<file path="config.mk">
export PLATFORM = sky130hd
export DESIGN_NAME = song_note_sequencer
export DESIGN_NICKNAME = d
export VERILOG_FILES = /design/src/rtl/song_note_sequencer.sv
export SDC_FILE = /design/constraint.sdc
export NUM_CORES = 1
export LEC_CHECK = 0
export CAP_MARGIN = 25
export CORE_MARGIN = 2
export CORE_UTILIZATION = 42
export DETAILED_ROUTE_END_ITERATION = 16
export GPL_TIMING_DRIVEN = 0
export HOLD_SLACK_MARGIN = 0.02
export MAX_ROUTING_LAYER = met4
export PLACE_DENSITY_LB_ADDON = 0.25
export SKIP_CTS_REPAIR_TIMING = 1
export SYNTH_ARGS = -nofsm -noshare
export SYNTH_HDL_FRONTEND = slang
export SYNTH_SLANG_ARGS = --single-unit
</file>
<file path="constraint.sdc">
create_clock -name clk -period 1.7 [get_ports clk]
set_input_delay 0.34 -clock clk [delete_from_list [all_inputs] [get_ports clk]]
set_output_delay 0.34 -clock clk [all_outputs]
set_load 0.05 [all_outputs]
</file>
<file path="src/rtl/song_note_sequencer.sv">
// -----------------------------------------------------------------------------
// song_note_sequencer
//
// Producer side of the note-load handshake into composite_note_player. Walks
// a song held in an external synchronous ROM (address {song, index}, data one
// cycle later) and hands each {note, duration} word to the player with a
// one-cycle load_new_note strobe whenever the player reports it is available.
// A zero duration field marks the end of a song; the last index slot also
// ends the song, so the note index never wraps back onto note 0.
//
// Ports:
//   clk             system clock, rising edge
//   reset           asynchronous reset, active low
//   play            1 = advance through the song, 0 = pause/hold
//   song            song select
//   available       player ready for its next note
//   rom_addr        registered song ROM address {song, index}
//   rom_data        ROM word {note, duration}, valid one cycle after rom_addr
//   next_song_note  registered {note, duration} presented to the player
//   load_new_note   registered one-cycle strobe, next_song_note valid while high
//   song_done       registered one-cycle pulse at end of song
//   note_index      index of the next note to fetch
// -----------------------------------------------------------------------------
module song_note_sequencer #(
    parameter int NOTE_W = 6,
    parameter int DUR_W  = 9,
    parameter int IDX_W  = 5,
    parameter int SONG_W = 2
) (
    input  logic                      clk,
    input  logic                      reset,
    input  logic                      play,
    input  logic [SONG_W-1:0]         song,
    input  logic                      available,
    output logic [SONG_W+IDX_W-1:0]   rom_addr,
    input  logic [NOTE_W+DUR_W-1:0]   rom_data,
    output logic [NOTE_W+DUR_W-1:0]   next_song_note,
    output logic                      load_new_note,
    output logic                      song_done,
    output logic [IDX_W-1:0]          note_index
);

    localparam int WORD_W = NOTE_W + DUR_W;
    localparam int ADDR_W = SONG_W + IDX_W;

    typedef enum logic [2:0] {
        S_IDLE,
        S_FETCH,
        S_CAPTURE,
        S_LOAD,
        S_HOLDOFF,
        S_WAIT_AVAIL,
        S_DONE
    } state_e;

    state_e              state_q, state_d;
    logic [SONG_W-1:0]   song_q, song_d;
    logic [ADDR_W-1:0]   rom_addr_q, rom_addr_d;
    logic [WORD_W-1:0]   next_song_note_q, next_song_note_d;
    logic                load_new_note_q, load_new_note_d;
    logic                song_done_q, song_done_d;
    logic [IDX_W-1:0]    note_index_q, note_index_d;
    logic                last_q, last_d;
    logic                song_change;

    // A new song selection aborts any note in progress; IDLE and DONE ignore
    // it because nothing is in flight there.
    assign song_change = (state_q != S_IDLE) && (state_q != S_DONE) && (song != song_q);

    always_comb begin
        // NOTE: every signal assigned here gets a default first so no path
        // leaves one unassigned, which would otherwise infer a latch.
        state_d          = state_q;
        song_d           = song_q;
        rom_addr_d       = rom_addr_q;
        next_song_note_d = next_song_note_q;
        note_index_d     = note_index_q;
        last_d           = last_q;
        song_done_d      = 1'b0;

        if (song_change) begin
            state_d      = S_IDLE;
            note_index_d = '0;
            last_d       = 1'b0;
        end else begin
            case (state_q)
                S_IDLE: begin
                    note_index_d = '0;
                    last_d       = 1'b0;
                    if (play && available) begin
                        song_d     = song;
                        rom_addr_d = {song, {IDX_W{1'b0}}};
                        state_d    = S_FETCH;
                    end
                end
                // Address was registered last cycle; the ROM samples it now.
                S_FETCH: state_d = S_CAPTURE;
                S_CAPTURE: begin
                    if (rom_data[DUR_W-1:0] == '0) begin
                        song_done_d = 1'b1;
                        state_d     = S_DONE;
                    end else begin
                        next_song_note_d = rom_data;
                        state_d          = S_LOAD;
                    end
                end
                S_LOAD: begin
                    note_index_d = note_index_q + IDX_W'(1);
                    // The top slot was just delivered; the wrapped index must
                    // never be fetched.
                    if (note_index_q == {IDX_W{1'b1}}) last_d = 1'b1;
                    state_d = S_HOLDOFF;
                end
                // Gives the player a cycle to drop available after the load.
                S_HOLDOFF: state_d = S_WAIT_AVAIL;
                S_WAIT_AVAIL: begin
                    if (last_q) begin
                        if (available) begin
                            song_done_d = 1'b1;
                            state_d     = S_DONE;
                        end
                    end else if (available && play) begin
                        rom_addr_d = {song_q, note_index_q};
                        state_d    = S_FETCH;
                    end
                end
                S_DONE: begin
                    if (!play) begin
                        state_d      = S_IDLE;
                        note_index_d = '0;
                        last_d       = 1'b0;
                    end
                end
                default: state_d = S_IDLE;
            endcase
        end

        // Strobe is decoded from the next state so it is high exactly while
        // the FSM sits in LOAD; an abort never lands in LOAD.
        load_new_note_d = (state_d == S_LOAD);
    end

    always_ff @(posedge clk or negedge reset) begin
        if (!reset) begin
            state_q          <= S_IDLE;
            song_q           <= '0;
            rom_addr_q       <= '0;
            next_song_note_q <= '0;
            load_new_note_q  <= 1'b0;
            song_done_q      <= 1'b0;
            note_index_q     <= '0;
            last_q           <= 1'b0;
        end else begin
            // NOTE: non-blocking assignments so every flop samples the values
            // from before this edge, independent of statement order.
            state_q          <= state_d;
            song_q           <= song_d;
            rom_addr_q       <= rom_addr_d;
            next_song_note_q <= next_song_note_d;
            load_new_note_q  <= load_new_note_d;
            song_done_q      <= song_done_d;
            note_index_q     <= note_index_d;
            last_q           <= last_d;
        end
    end

    assign rom_addr       = rom_addr_q;
    assign next_song_note = next_song_note_q;
    assign load_new_note  = load_new_note_q;
    assign song_done      = song_done_q;
    assign note_index     = note_index_q;

endmodule

</file>
==> flow_summary_export.csv <==
group,metric,value,unit
layout,finalInstanceArea,2650,um^2
clocking,cts_buffer_depth,2,
synth,synth.distinct_cells,36,
synth,mappedNetlistArea,1670,um^2
floorplan,die_w,67.0,um
clocking,htree_levels,2,
global_route,grt.total_usage,0.188,
layout,diodes,0,
setup_path,crit_required,1870,ps
placement,post_dp_cell_area,2220,um^2
floorplan,start_util,0.446,
placement,dp_cells,234,
setup_path,worstPathArrival,2030,ps
drt,drc_errors,0,
synth,synth_cells,137,
layout,finalNetCount,226,
floorplan,row_count,22,
drt,viasPerCell,5.21,
power,power.density,1600,nW/um^2
placement,placement.io_buffers,49,
global_route,grt_start_max_net_pins,36,
drt,vias,1314,
clocking,root_buffer,"clkbuf_8",
setup_path,end_kind,"flop",
timing,setup_viol,13,
drt,first_pass_iters,4,
timing,fin_skew,11.9,ps
layout,seq_area,877,um^2
clocking,numCtsBuffers,5,
timing,fmax,538,MHz
timing,max_slew_margin,0.476,
synth,yosysWarningCount,0,
synth,synth_seq_area_share,0.525,
timing,fin_crit_sh,1.09,
synth,synth-edff-count,0,
synth,synth_seq_cells,35,
floorplan,core_area,3740,um^2
setup_path,start_kind,"flop",
timing,fin_crit,1860,ps
synth,ys.flop_type,"dfrtp_1",
synth,yosysTopAreaCellShare,0.525,
synth,async_flop_share,1.00,
layout,multiInputGateArea,840,um^2
global_route,grt_overflow,0,
power,power.leakage,1.70,nW
layout,areaGrowthSynthToFinish,59.0,%
drt,totalWireLength,3970,um
placement,place_hpwl,2630,um
global_route,grt_pass1_vias,1229,
timing,rsz0062_at_grt,"yes",
synth,netlist.top_cell.by_area,"dfrtp_1",
hold_path,hold_class,"in2async",
floorplan,die_h,67.0,um
synth,syn-num-nets,160,
power,ir_drop,0.00125,V
layout,layoutNonFillerInstCount,252,
run_status,failed_checks,"setup timing",
layout,n_fill_cell,247,
global_route,grt_pass1_wl,5980,um
synth,avgSynthCellArea,12.2,um^2
timing,slew_viol_final,0,
drt,drtIter0Drc,68,
drt,wl_per_cell,15.8,um
setup_path,cp_max_fo,6,
floorplan,die_area,4490,um^2
setup_path,worstSetupPathType,"reg2reg",
timing,worst_slew_pin_slew,786,ps
layout,drive_gt1_frac,0.343,
global_route,antenna_found_initial,0,
floorplan,ioPinCount,50,
flow_run,maxCapViolCount,0,
run_status,status,"finished, violations left",
clocking,tritoncts,"built",
synth,synth_most_common_cell,"dfrtp_1",
clocking,insertion_delay,290,ps
placement,place.gp.congestion,0.834,
synth,synthTopCellsByCount,"35 x dfrtp_1, 14 x nor2_1, 12 x mux2_2",
drt,antenna_left,0,
synth,synthTopCellsByArea,"dfrtp_1 52%, mux2_4 8.1%, mux2_2 8.1%",
timing,hold_viol,0,
clocking,clock_sinks,35,
clocking,path_clk_slew,80,ps
timing,fin_ws,-159,ps
## state kept, by name, indices dropped and copies added, names as in the netlist
register and cells:
next_song_note 15, rom_addr 7, note_index 5, state_q 3
song_q 2, last_q 1, load_new_note 1, song_done 1
## worst paths after layout
check                                       start  slack (ps)                 to  cells past startpoint
worst max register to register         state_q[0]        -160  next_song_note[9]                      8
worst max-delay path                   state_q[0]        -160  next_song_note[9]                      8
worst min-delay path                        reset         120         state_q[2]                      1
max in group asynchronous                   reset        1030             last_q                      1
worst min register to register  next_song_note[2]         500  next_song_note[2]                      1
min in group clk                      rom_data[0]         360  next_song_note[0]                      2
## routing by layer
metal,track usage,routed length (um),up-vias,share of wire
met3,0.0557,174,4,0.044
li1,-,-,622,-
met1,0.219,1680,661,0.42
met5,-,0,-,0
met4,0.0612,38,0,0.0096
met2,0.309,2080,27,0.52
## final cells by class
| type | count | share of cell area |
|---|---|---|
| Timing Repair Buffer | 60 | 0.262 |
| Buffer | 5 | 0.0231 |
| Clock buffer | 5 | 0.0259 |
| Tap cell | 48 | 0.0226 |
| Multi-Input combinational cell | 94 | 0.316 |
| Clock inverter | 3 | 0.0165 |
| Sequential cell | 35 | 0.331 |
| Inverter | 2 | 0.00283 |
## worst max-delay path: stages, from the launching register on
cell,delay [ps]
dfrtp_1,370
buf_6,140
buf_4,130
a2bb2oi_2,160
a2bb2oi_2,130
or2_1,220
buf_6,150
clkbuf_16,160
mux2_4,290
## cell usage in the layout (no fill, tap or decap), drive strengths merged, types with 2 or more instances in the layout
master	instances
ha	2
a22o	7
a2bb2oi	2
clkdlybuf4s50	9
nor2	14
dlymetal6s2s	39
inv	2
a21oi	2
a31oi	3
nand3	2
dfrtp	35
or2	2
xnor2	3
nand3b	3
buf	15
nand2	9
mux2	21
and2	2
o21ai	6
nand2b	2
o31ai	2
clkbuf	7
nor2b	2
and3	2
nor3	2
clkinv	2
## power by group
| part | internal [mW] | switching [mW] |
|---|---|---|
| Clock | 0.436 | 0.316 |
| Combinational | 1.00 | 1.27 |
| Sequential | 1.07 | 0.137 |
## metrics by stage
| step | hold WS, ps | worst slack (ps) | total power, mW | setup TNS (ps) | utilization |
|---|---|---|---|---|---|
| floorplan | 44.4 | -62.9 | 2.62 | -566 | - |
| global placement | 488 | -590 | 3.17 | -27050 | 0.595 |
| finish | 124 | -159 | 4.23 | -1680 | 0.709 |
| global route | 175 | -212 | 4.44 | -2510 | 0.709 |
| detailed placement | 466 | -625 | 3.22 | -13300 | 0.594 |
| CTS | 147 | -322 | 3.98 | -8130 | 0.624 |
## cell families (layout without fill, tap and decap cells)
kind of cell             count (synthesis)  after routing  share of synthesized area
AO/OA/AOI/OAI                           25             25                      0.113
XOR/XNOR                                 3              3                     0.0157
adder cells (fa/ha/maj)                  2              2                     0.0150
buffers and inverters                    8             75                     0.0412
flip-flops                              35             35                      0.525
multiplexers                            21             21                      0.162
AND/OR/NAND/NOR                         43             43                      0.128
Note: power is estimated with default switching activity, not from simulation.
